## src/rtl/alu_share_arb.sv

```systemverilog
// Shares one 32-bit combinational alu among NUM_REQ requesters with a single-entry response buffer.
// Define ALU_ARB_ROUND_ROBIN_EN for round-robin arbitration; otherwise fixed priority (lowest index wins).

module alu (
    input  logic [31:0] a,
    input  logic [31:0] b,
    input  logic [3:0]  op,
    output logic [31:0] y
);
    always_comb begin
        y = '0;
        case (op)
            4'd0: y = a + b;
            4'd1: y = a - b;
            4'd2: y = {31'b0, $signed(a) < $signed(b)};
            4'd3: y = {31'b0, a < b};
            4'd4: y = a ^ b;
            4'd5: y = a | b;
            4'd6: y = a & b;
            4'd7: y = a << b[4:0];
            4'd8: y = a >> b[4:0];
            4'd9: y = $signed(a) >>> b[4:0];
            default: y = '0;
        endcase
    end
endmodule

module alu_share_arb #(
    parameter int unsigned NUM_REQ = 4,
    parameter int unsigned ID_W    = $clog2(NUM_REQ)
) (
    input  logic                  i_clk,
    input  logic                  i_reset,
    input  logic [NUM_REQ-1:0]    i_req_valid,
    output logic [NUM_REQ-1:0]    o_req_ready,
    input  logic [NUM_REQ*32-1:0] i_req_operand_a,
    input  logic [NUM_REQ*32-1:0] i_req_operand_b,
    input  logic [NUM_REQ*4-1:0]  i_req_alu_op,
    output logic                  o_rsp_valid,
    input  logic                  i_rsp_ready,
    output logic [31:0]           o_rsp_data,
    output logic [ID_W-1:0]       o_rsp_id,
    output logic                  o_rsp_illegal,
    output logic                  o_busy
);
    typedef enum logic [1:0] {
        S_IDLE,
        S_EXEC,
        S_RESP
    } state_t;

    state_t state;

    logic [31:0]         req_a  [NUM_REQ];
    logic [31:0]         req_b  [NUM_REQ];
    logic [3:0]          req_op [NUM_REQ];

    logic [31:0]         iss_a;
    logic [31:0]         iss_b;
    logic [3:0]          iss_op;
    logic [ID_W-1:0]     iss_id;
    logic [31:0]         alu_y;

    logic [ID_W-1:0]     base;
    logic [ID_W-1:0]     idx;
    logic [ID_W-1:0]     grant_idx;
    logic                grant_found;
    logic [NUM_REQ-1:0]  grant;

    for (genvar k = 0; k < NUM_REQ; k++) begin : g_unpack
        assign req_a[k]  = i_req_operand_a[32*k+31:32*k];
        assign req_b[k]  = i_req_operand_b[32*k+31:32*k];
        assign req_op[k] = i_req_alu_op[4*k+3:4*k];
    end

`ifdef ALU_ARB_ROUND_ROBIN_EN
    logic [ID_W-1:0] rr_ptr;
    assign base = rr_ptr;
`else
    assign base = '0;
`endif

    // Search starts at base and wraps modulo NUM_REQ; first valid requester wins.
    always_comb begin
        grant       = '0;
        grant_idx   = '0;
        grant_found = 1'b0;
        idx         = '0;
        for (int unsigned i = 0; i < NUM_REQ; i++) begin
            idx = ID_W'((32'(base) + i) % NUM_REQ);
            if (!grant_found && i_req_valid[idx]) begin
                grant[idx]  = 1'b1;
                grant_idx   = idx;
                grant_found = 1'b1;
            end
        end
    end

    assign o_req_ready = (state == S_IDLE) ? grant : '0;
    assign o_busy      = (state != S_IDLE);

    alu u_alu (
        .a  (iss_a),
        .b  (iss_b),
        .op (iss_op),
        .y  (alu_y)
    );

    always_ff @(posedge i_clk or posedge i_reset) begin
        if (i_reset) begin
            state         <= S_IDLE;
            iss_a         <= '0;
            iss_b         <= '0;
            iss_op        <= '0;
            iss_id        <= '0;
            o_rsp_valid   <= 1'b0;
            o_rsp_data    <= '0;
            o_rsp_id      <= '0;
            o_rsp_illegal <= 1'b0;
`ifdef ALU_ARB_ROUND_ROBIN_EN
            rr_ptr        <= '0;
`endif
        end else begin
            case (state)
                S_IDLE: begin
                    if (grant_found) begin
                        iss_a  <= req_a[grant_idx];
                        iss_b  <= req_b[grant_idx];
                        iss_op <= req_op[grant_idx];
                        iss_id <= grant_idx;
                        state  <= S_EXEC;
`ifdef ALU_ARB_ROUND_ROBIN_EN
                        rr_ptr <= (grant_idx == ID_W'(NUM_REQ - 1)) ? '0 : grant_idx + 1'b1;
`endif
                    end
                end
                S_EXEC: begin
                    o_rsp_data    <= alu_y;
                    o_rsp_id      <= iss_id;
                    o_rsp_illegal <= (iss_op > 4'd9);
                    o_rsp_valid   <= 1'b1;
                    state         <= S_RESP;
                end
                S_RESP: begin
                    if (i_rsp_ready) begin
                        o_rsp_valid <= 1'b0;
                        state       <= S_IDLE;
                    end
                end
                default: state <= S_IDLE;
            endcase
        end
    end
endmodule

```

## config.mk

```make
export PLATFORM = sky130hd
export DESIGN_NAME = alu_share_arb
export DESIGN_NICKNAME = d
export VERILOG_FILES = /design/src/rtl/alu_share_arb.sv
export SDC_FILE = /design/constraint.sdc
export NUM_CORES = 1
export LEC_CHECK = 0
export ABC_CLOCK_PERIOD_IN_PS = 10200
export BUFFER_PORTS_ARGS = -buffer_cell sky130_fd_sc_hd__buf_4
export CORE_AREA = 2 2 155 157
export CTS_CLUSTER_DIAMETER = 40
export DETAILED_ROUTE_END_ITERATION = 8
export DIE_AREA = 0 0 157 159
export PLACE_DENSITY = 0.9
export REMOVE_ABC_BUFFERS = 1
export SLEW_MARGIN = 20
export SYNTH_ARGS = -nofsm -noshare
export SYNTH_HDL_FRONTEND = slang
export SYNTH_SLANG_ARGS = --single-unit
```

## constraint.sdc

```tcl
create_clock -name i_clk -period 10.2 [get_ports i_clk]
set_input_delay 1.02 -clock i_clk [delete_from_list [all_inputs] [get_ports i_clk]]
set_output_delay 1.02 -clock i_clk [all_outputs]
set_load 0.01 [all_outputs]
```

==> impl_metrics.csv <==
group,metric,value,unit
timing,setup-tns-final,0,ns
finish,final_nets,2412,
place,placed_area,16400,um2
place,preCtsSetupSlack,5.74,ns
grt,gr-usage-met2,69.6,%
cts,ctsHoldBuffers,0,
critical_path,start_kind,"flip-flop",
cts,clk_pin_slew,0.09,ns
cts,clock-sinks,108,
timing,min_period,4.68,ns
finish,drive_gt1_share,22.7,%
cts,htreeDepth,3,
timing,fin_ws,5.52,ns
grt,grt_max_degree,70,
grt,overflow,0,
grt,met3_usage,13.1,%
yosys,avgSynthCellArea,7.64,um2
floorplan,start_util,60.2,%
yosys,synth_edf_count,0,
critical_path,critPathLaunch,"iss_b[1]",
yosys,synth_seq_cells,108,
critical_path,endpoint_kind,"flip-flop",
power,total_power,6.64,mW
yosys,async_flop_share,100,%
power,max-vdd-ir-drop,0.237,mV
routing,wire_per_inst,24.7,um
critical_path,reg2reg_slack,5.52,ns
floorplan,floorplan.rows,56,
timing,fmax,214,MHz
routing,antenna_left,0,
routing,dr.first_iter.drc_count,2707,
finish,num-fill-cells,1876,
finish,fin_area,16700,um2
timing,min_period_over_period,45.9,%
grt,grt_use_total,45.6,%
critical_path,worstSetupPathType,"reg -> reg",
finish,area_growth,19.5,%
floorplan,die_h,159,um
finish,utilization,71.9,%
place,gp_congestion,1.09,
cts,clk_path_buf_depth,2,
grt,grt_pass1_vias,15900,
grt,grt_antenna_before_repair,1,
timing,maxSlewViolCount,0,
floorplan,coreArea,23200,um2
critical_path,cp.arrival,4.95,ns
power,power_density,398,nW/um2
routing,drt-total-wl,58.2,mm
floorplan,ios,320,
cts,cts_inserted_buffers,9,
timing,slew_headroom,31.3,%
floorplan,die_area,25000,um2
grt,gr-usage-met1,60.1,%
routing,viasPerCell,7.08,
status,outcome,"finished clean",
yosys,yosys_warnings,0,
place,dp_hpwl,42.5,mm
critical_path,required,10.47,ns
cts,clk_latency,0.38,ns
cts,post_cts_buffers,0,
floorplan,fp.dieW,157,um
critical_path,crit_fanout,69,
job,maxCapViolCount,0,
yosys,synth_area,14000,um2
yosys,yosysSeqAreaShare,19.4,%
worst_hold_path,hold_start,"iss_id[1]",
cts,clockRootBuffer,"clkbuf_16",
cts,ctsResizeCount,0,
power,p_leak,7.33,nW
yosys,synth-main-ff-cell,"dfrtp_1",
routing,first_pass_iters,7,
timing,setup_viol,0,
critical_path,rr_startpoint,"iss_b[1]",
worst_hold_path,hold_class,"reg -> reg",
cts,cts_tree,"yes",
grt,grt_first_pass_wirelength,89.4,mm
timing,finClkSkew,0.0112,ns
routing,drc,0,
routing,num_vias,16700,
place,port_buffers,319,
grt,top_usage_layer,"met2",
timing,hold_violations,0,
yosys,synth_cell_types,86,
timing,rsz0062_at_grt,"no",
yosys,syn_inst,1828,
finish,antenna_cells,0,
timing,worstMarginPinSlew,1.03,ns
==> synth_stat cells, types with 22 or more instances <==
cell type | n | area [um2]
o21ai_1 | 49 | 245
a211oi_1 | 27 | 203
clkbuf_1 | 112 | 420
dfrtp_1 | 108 | 2700
nand3_1 | 23 | 115
nor2_1 | 157 | 589
mux2i_1 | 54 | 541
mux4_2 | 53 | 1190
buf_1 | 22 | 82.6
a21oi_1 | 132 | 661
ha_1 | 97 | 1210
nor3_1 | 34 | 170
a311o_1 | 65 | 651
o22ai_1 | 72 | 450
nand2_1 | 250 | 938
inv_1 | 86 | 323
o21ai_0 | 121 | 606
o211ai_1 | 29 | 218
==> registers in the layout (all words and copies together), names as in the netlist <==
| name | flops |
|---|---|
| iss_a | 32 |
| iss_b | 32 |
| o_rsp_data | 32 |
| iss_op | 4 |
| iss_id | 2 |
| o_rsp_id | 2 |
| state | 2 |
| o_rsp_illegal | 1 |
| o_rsp_valid | 1 |
==> critical path, stage by stage, from the launching register on <==
cell and delay, ns:
dfrtp_2 0.35, buf_4 0.65, inv_2 0.38, fa_1 0.52, nor2b_1 0.17, o211ai_1 0.19
a2111oi_0 0.86, o21ai_1 0.27, a31oi_1 0.23, nor4b_1 0.11, o311ai_0 0.38, a32oi_1 0.15
o2bb2a_1 0.29
==> power breakdown <==
group          switching, mW  total (mW)  internal, mW
logic                   3.31        5.28          1.97
registers              0.363       0.989         0.626
clock network          0.200       0.370         0.170
total                   3.87        6.64          2.76
==> metrics by stage <==
step	hold slack, ns	cells
final	0.492	2357
after CTS	0.491	2357
after detailed placement	0.472	2342
after floorplan	0.446	1676
after global routing	0.526	2357
after global placement	0.458	2342
==> cell usage in the layout, fill, tap and decap left out, types with 27 or more instances in the layout <==
cell and count:
mux2i_1 54, o21ai_1 49, a311o_1 65, nor2_1 156
buf_4 347, dfrtp_1 104, mux4_2 53, inv_1 84
ha_1 97, a21oi_1 132, nor3_1 33, nand2_1 248
o22ai_1 72, a211oi_1 27, o21ai_0 121, o211ai_1 29
==> logic make-up after synthesis <==
group / Yosys count / synth area share (%)
simple gates: 555 / 17.2
flops: 108 / 19.4
buf+inv: 255 / 7.22
xor+xnor: 22 / 1.38
mux: 117 / 13.2
compound gates: 672 / 32.6
fa+ha+maj: 99 / 8.98
==> layout make-up <==
type	count	area, um2	share of cell area [%]
Clock buffer	9	225	1.35
Clock inverter	6	57.6	0.345
Inverter	103	389	2.33
Multi-Input combinational cell	1465	10300	61.7
Sequential cell	108	2710	16.2
Tap cell	319	399	2.39
Timing Repair Buffer	347	2610	15.6
==> final timing paths <==
check,end,cells after the start
max,o_rsp_data[30],12
min,iss_id[1],2
max reg2reg,o_rsp_data[30],12
min reg2reg,iss_id[1],2
max in group asynchronous,o_rsp_data[0],3
min in group asynchronous,iss_op[0],2
==> per-layer routing <==
layer,routed length [um],vias to the layer above
met3,8420,292
met5,16,-
met1,21200,7741
met4,3260,2
met2,25300,1388
li1,-,7265
No activity file was read; power rests on OpenSTA's default activity.
